**src/rtl/scan_decoder.sv**
```systemverilog
// -----------------------------------------------------------------------------
// scan_decoder
//   Registered N-to-2**N one-hot decoder. It has two operating modes:
//     direct    : y follows onehot(i) with one cycle of latency.
//     auto-scan : starts at i, holds each index for DWELL cycles, then steps
//                 to the next index modulo 2**N. wrap pulses for one cycle
//                 each time the index rolls over.
//   en=0 forces idle, and takes priority over mode.
//
// Parameters
//   N      select width, legal range 1..6 (output width 2**N)
//   DWELL  cycles each index is held in scan mode, legal range 1..255
//
// Ports
//   clk    clock; all state changes on its rising edge
//   rst_n  asynchronous active-low reset
//   en     block enable (0 = idle)
//   mode   0 = direct decode, 1 = auto-scan
//   i      select value (direct) or scan start index (on scan entry)
//   dir    (only with SCAN_DECODER_DIR_EN) 1 = scan downward
//   y      registered one-hot output, all-zero when not valid
//   idx    index currently driven onto y; held while idle
//   valid  y carries a decoded one-hot value
//   wrap   one-cycle pulse when the scan index rolls over
//
// Build option
//   SCAN_DECODER_DIR_EN : adds the dir input for a down-counting scan. When
//                         dir=1, wrap pulses on the step from 0 to 2**N-1.
//                         dir is sampled at each advance.
// -----------------------------------------------------------------------------
module scan_decoder #(
    parameter int unsigned N     = 3,
    parameter int unsigned DWELL = 4
) (
    input  logic                clk,
    input  logic                rst_n,
    input  logic                en,
    input  logic                mode,
    input  logic [N-1:0]        i,
`ifdef SCAN_DECODER_DIR_EN
    input  logic                dir,
`endif
    output logic [(2**N)-1:0]   y,
    output logic [N-1:0]        idx,
    output logic                valid,
    output logic                wrap
);

    localparam int unsigned W     = 2 ** N;
    localparam int unsigned CW    = 8;
    localparam int unsigned MAX_I = W - 1;

    typedef enum logic [1:0] {
        S_IDLE   = 2'd0,
        S_DIRECT = 2'd1,
        S_SCAN   = 2'd2
    } state_t;

    state_t          state;
    state_t          state_nxt;
    logic [W-1:0]    y_nxt;
    logic [N-1:0]    idx_nxt;
    logic            valid_nxt;
    logic            wrap_nxt;
    logic [CW-1:0]   cnt;
    logic [CW-1:0]   cnt_nxt;
    logic            down;

    // One-hot decode of a select value.
    function automatic logic [W-1:0] onehot(input logic [N-1:0] s);
        return W'(1) << s;
    endfunction

    // Scan direction; upward only unless the direction option is built in.
`ifdef SCAN_DECODER_DIR_EN
    assign down = dir;
`else
    assign down = 1'b0;
`endif

    // Next-state and next-output logic.
    always_comb begin
        state_nxt = state;
        y_nxt     = y;
        idx_nxt   = idx;
        valid_nxt = valid;
        wrap_nxt  = 1'b0;
        cnt_nxt   = cnt;

        if (!en) begin
            // Idle blanks the output but keeps idx as a record of the last index.
            state_nxt = S_IDLE;
            y_nxt     = '0;
            valid_nxt = 1'b0;
            cnt_nxt   = '0;
        end else if (!mode) begin
            state_nxt = S_DIRECT;
            y_nxt     = onehot(i);
            idx_nxt   = i;
            valid_nxt = 1'b1;
            cnt_nxt   = '0;
        end else if (state != S_SCAN) begin
            // Scan entry always reloads the start index from i.
            state_nxt = S_SCAN;
            y_nxt     = onehot(i);
            idx_nxt   = i;
            valid_nxt = 1'b1;
            cnt_nxt   = '0;
        end else if (cnt == CW'(DWELL - 1)) begin
            // End of the dwell period: step the index and note a rollover.
            cnt_nxt   = '0;
            valid_nxt = 1'b1;
            if (down) begin
                idx_nxt  = idx - N'(1);
                wrap_nxt = (idx == '0);
            end else begin
                idx_nxt  = idx + N'(1);
                wrap_nxt = (idx == N'(MAX_I));
            end
            y_nxt = onehot(idx_nxt);
        end else begin
            cnt_nxt = cnt + CW'(1);
        end
    end

    // State and output registers.
    always_ff @(posedge clk or negedge rst_n) begin
        if (!rst_n) begin
            state <= S_IDLE;
            y     <= '0;
            idx   <= '0;
            valid <= 1'b0;
            wrap  <= 1'b0;
            cnt   <= '0;
        end else begin
            state <= state_nxt;
            y     <= y_nxt;
            idx   <= idx_nxt;
            valid <= valid_nxt;
            wrap  <= wrap_nxt;
            cnt   <= cnt_nxt;
        end
    end

endmodule

```
**config.mk**
```make
export PLATFORM = sky130hd
export DESIGN_NAME = scan_decoder
export DESIGN_NICKNAME = d
export VERILOG_FILES = /design/src/rtl/scan_decoder.sv
export SDC_FILE = /design/constraint.sdc
export NUM_CORES = 1
export LEC_CHECK = 0
export BUFFER_PORTS_ARGS = -buffer_cell sky130_fd_sc_hd__buf_2
export CAP_MARGIN = 20
export CORE_MARGIN = 2
export CORE_UTILIZATION = 49
export CTS_CLUSTER_SIZE = 12
export DETAILED_ROUTE_END_ITERATION = 8
export PLACE_DENSITY = 0.73
export SLEW_MARGIN = 20
export SYNTH_ARGS = -nofsm -noshare
export SYNTH_HDL_FRONTEND = slang
export SYNTH_SLANG_ARGS = --single-unit
```
**constraint.sdc**
```tcl
create_clock -name clk -period 1.47 [get_ports clk]
set_input_delay 0.441 -clock clk [delete_from_list [all_inputs] [get_ports clk]]
set_output_delay 0.441 -clock clk [all_outputs]
set_load 0.01 [all_outputs]
```
Word level (Yosys, flattened, before mapping)
Cells that the tools add are included.
{"block": "totals", "output_inout_bits": 13, "register_bits": 23}
{"block": "op_classes", "shift": 2, "reduce_logical": 1, "n_addsub": 2, "n_eq_ne": 6, "muxes": 26}
{"operator": "8-bit two-way mux", "n": 8}
{"operator": "3-bit two-way mux", "n": 7}
{"operator": "1-bit by 3-bit << shifter with 8-bit output, first input constant", "n": 2}
{"operator": "8-bit by 1-bit adder with 8-bit output, second input constant", "n": 1}
{"operator": "8-bit by 2-bit equality test with 1-bit output, second input constant", "n": 1}
{"operator": "1-bit two-way mux", "n": 8}
{"operator": "2-bit two-way mux", "n": 3}
{"operator": "4-bit by 2-bit != test with 1-bit output, second input constant", "n": 1}
{"operator": "3-bit by 1-bit adder with 3-bit output, second input constant", "n": 1}
{"operator": "3-bit equality test, second input constant", "n": 1}
{"operator": "3-bit by 1-bit != test with 1-bit output, second input constant", "n": 1}
{"operator": "3-bit by 2-bit != test with 1-bit output, second input constant", "n": 1}
{"operator": "2-bit != test, second input constant", "n": 1}
{"operator": "2-bit AND reduction", "n": 1}

Logic depth before layout (Yosys ltp)
{"block": "depth", "ltp_word": 10, "mapped_depth": 5}

Worst setup path before layout
Ideal clock, no wire load.
{"block": "synth_path", "kind": "reg2reg", "from": "register idx[0]", "to": "register idx[2]", "setup_ns": 0.125, "path_slack_ns": -0.204, "n_path_buf": 0, "required_time_ns": 1.345, "synth_period_minus_slack_ns": 1.674, "path_stages_with_launch": 5, "arrival_time_ns": 1.549, "cell_sequence": "dfrtp_1 ha_1 ha_1 mux2_2 mux2_2"}
{"block": "synth_via", "elab_chain_cells": 8}
{"item": "start, declared", "line_no": "44", "rtl": "output logic [N-1:0] idx,"}
{"item": "start signal, assigned", "line_no": "138", "rtl": "idx <= idx_nxt;"}
{"item": "3-bit by 1-bit adder with 3-bit output", "line_no": "117", "rtl": "idx_nxt = idx + N'(1);"}
{"item": "3-bit two-way mux", "line_no": "109", "rtl": "end else if (cnt == CW'(DWELL - 1)) begin"}
{"item": "3-bit two-way mux", "line_no": "102", "rtl": "end else if (state != S_SCAN) begin"}
{"item": "3-bit two-way mux", "line_no": "96", "rtl": "end else if (!mode) begin"}
{"item": "3-bit two-way mux", "line_no": "90", "rtl": "if (!en) begin"}
{"item": "3-bit two-way mux", "line_no": "109"}
{"item": "3-bit two-way mux", "line_no": "102"}
{"item": "3-bit two-way mux", "line_no": "96"}
Every way passes these cells. The select of a mux whose other input is x is not followed.
A chain may end at the register's enable or synchronous reset.

Worst setup path after layout
{"block": "layout_path", "from": "register idx[1]", "to": "register y[4]"}
{"block": "layout_via", "elab_chain_cells": 10}
{"item": "3-bit by 1-bit adder with 3-bit output", "line_no": "117"}
{"item": "3-bit two-way mux", "line_no": "109"}
{"item": "3-bit two-way mux", "line_no": "102"}
{"item": "3-bit two-way mux", "line_no": "96"}
{"item": "3-bit two-way mux", "line_no": "90"}
{"item": "1-bit by 3-bit << shifter with 8-bit output", "line_no": "71", "rtl": "return W'(1) << s;"}
{"item": "8-bit two-way mux", "line_no": "109"}
{"item": "8-bit two-way mux", "line_no": "102"}
{"item": "8-bit two-way mux", "line_no": "96"}
{"item": "8-bit two-way mux", "line_no": "90"}
{"item": "end signal, assigned", "line_no": "137", "rtl": "y <= y_nxt;"}
{"item": "end, declared", "line_no": "43", "rtl": "output logic [(2**N)-1:0] y,"}
Every way passes these cells. The select of a mux whose other input is x is not followed.

==> metrics <==
status=finished with violations; failing checks=setup timing; Final Hold Vio Count=0; Mapped Avg Cell Area=11.0 µm²; Net Sw Frac=0.291; htree depth=1; Critical Path Source=idx[1]$_DFFE_PN0P_; CP max stage delay=0.45 ns; Clock Sinks=23; Syn Inst Count=114; pre-CTS worst setup slack=-0.0569 ns; pwr dens=769 nW/µm²; Avg WL per Cell=15.2 µm; Clock power frac=0.233; Ports=20; f_max=approximately 660 MHz; GR Overflow Total=0; Final Cycle Share=1.04; final WL=roughly 2900 µm; startpoint types=register; Final GP Congestion=0.742; vias=1,064; area leader, netlist=dfrtp_1; Hold-fix buffers, CTS=0; Comb pwr share=0.250; clk slew on worst S/H paths=0.14 ns; min-delay worst type=in2async; Slew Limit Headroom=0.665; internal power=934 µW; maximum vdd drop=approximately 540 µV; IO buf count=19; Crit. path cell count=6; First DRT Iteration DRCs=27; CTS tree=built; most frequent CP cell=ha_4; CP Capture Point=y[4]$_DFFE_PN0P_; Synth Area in Adders=0.0798; worst slew pin tran=0.502 ns; GR Util All Layers=0.211; Post-Route Utilization=0.698; vias in the first global route=971; cell leakage power=0.000836 µW; row count=18; insertion delay to the later sink of the worst-skew pair=0.32 ns; Yosys reg bits=23; Sum Neg Setup Slack=-0.231 ns; TritonRoute pass-1 iters=4; HPWL Detailed=2030 µm; Die Y=54.6 µm; WP data arrival=1.78 ns; path type of the worst setup path=reg2reg; WP data required=1.73 ns; most common cell in the netlist=dfrtp_1; fillers=~190; switching power=384 µW; Synth cell types=32; Reg2Reg Setup Slack=-0.05 ns; die width=54.6 µm; Area Growth Syn to Fin=36.7%; number of synthesized flops with an enable pin=0; Final ANT Viol Nets=0; max-cap viol count=0; Die Area=around 3000 µm²; global-route wire length before repair=4410 µm; netlist area before placement=1250 µm²; Tmin final=~1.5 ns; Nets=177; initial antenna violation count=0; Worst Path Max Fanout=4; share of cells above drive strength 1=0.453; initial cell density of the core=0.511; sequential share of power=0.517; clock buffer depth=2; top_reg_cell synth=dfrtp_1; Yosys Warn Count=0; main combinational cell family by area after synthesis=simple AND/OR/NAND/NOR gates; top cell type's share of synthesized area=0.459; via density per instance=5.57; RR Endpoint=y[4]$_DFFE_PN0P_; Final Max Slew Viols=0; RSZ-0062 raised after global routing=yes; r2r startpoint=idx[1]$_DFFE_PN0P_; final setup fails=6; final setup margin=-0.0533 ns; Core Footprint=between 2000 and 2500 µm²; XOR/XNOR Fraction of Synth Area=0.0210; Worst setup EP type=register; CP delay by family, top=adder cells; drt drc=0; CTS buffer count=3; synth cell count leaders=dfrtp_1, ha_1, o2bb2ai_1, nor2_1; clk_skew=0.00626 ns; Mapped Nets=129; Worst R2R Path Depth=6; post-synthesis mux area share=0.102; Root Driver=clkbuf_4; area fraction in compound gates after synthesis=0.114; Seq/Total Area, Yosys=0.459; slowest stage cell, crit path=dfrtp_2; ordered list of cells on the worst path=ha_4 > ha_4 > buf_6 > nand2_1 > mux2_2 > o2bb2ai_2; Pwr Total=about 1300 µW; Inserted Diodes=0; simple-gate area share of the yosys netlist=0.198; asr flop ratio synth=1.00; worst hold slack=0.0612 ns; synth top area cells=dfrtp_1, ha_1, o2bb2ai_1, mux2_2, mux2i_1; largest net degree at the start of global routing=24; CP bufs+invs=1
## worst min-delay path by stage
stage / end / depth (start not counted) / startpoint / slack [ns]
floorplan: cnt[0]$_DFF_PN0_ / 0 / rst_n / 0.15
global placement: cnt[5]$_DFF_PN0_ / 1 / rst_n / 0.43
detailed placement: state[1]$_DFFE_PN0P_ / 1 / rst_n / 0.44
CTS: state[1]$_DFFE_PN0P_ / 1 / rst_n / 0.08
global route: state[1]$_DFFE_PN0P_ / 1 / rst_n / 0.09
finish: wrap$_DFF_PN0_ / 1 / rst_n / 0.06
## cell families after synthesis
group,after synthesis
buf+inv,8
xor+xnor,3
mux,12
compound gates,19
simple gates,41
flops,23
fa+ha+maj,8
## final cells by class
cell class	count	area, µm²	area share
Clock buffer	3	22.5	0.0131
Timing Repair Buffer	47	338	0.197
Tap cell	30	37.5	0.0219
Clock inverter	1	5.00	0.00292
Multi-Input combinational cell	83	718	0.419
Sequential cell	23	578	0.337
Inverter	4	15.0	0.00876
## through the flow
stage / cells / area (µm²)
after global routing: 191 / 1710
after floorplan: 114 / 1280
final: 191 / 1710
after global placement: 179 / 1550
after detailed placement: 179 / 1550
after CTS: 187 / 1650
## layout by cell type (no fill, tap or decap), drive strengths merged, types with 3 or more instances in the layout
cell	synthesis	final
or3	3	3
and3	3	3
buf	3	47
nand3	4	4
nor2b	4	4
nand2	5	5
inv	4	4
and2	3	3
mux2	6	6
nand3b	3	3
nor2	7	7
dfrtp	23	23
o21ai	3	3
clkbuf	1	3
mux2i	6	6
ha	8	8
o2bb2ai	8	8
a21oi	3	3
## sequential cells by signal, indices dropped and copies added (netlist names)
register and cells:
cnt 8, y 8, idx 3, state 2
valid 1, wrap 1
## routing by layer
metal  global-route usage  wire length, µm  up-vias
met4                0.100               65        0
met2                0.313             1350       36
li1                     -                -      510
met3               0.0383              117        8
met5                    0                0        -
met1                0.295             1370      510
## repair_timing
action	4_1_cts	5_1_grt
cloned	0	1
buffers inserted	4	3
pin swaps	1	2
endpoints found under the hold margin	0	0
setup endpoints to repair	5	12
resized for setup	11	8
## power groups by stage
stage | Combinational [µW] | Sequential [µW] | Clock [µW]
floorplan | 129 | 706 | 0
finish | 329 | 681 | 307
CTS | 302 | 680 | 313
global placement | 247 | 691 | 0
global route | 359 | 684 | 339
detailed placement | 255 | 691 | 0
Note: power is estimated with default switching activity, not from simulation.
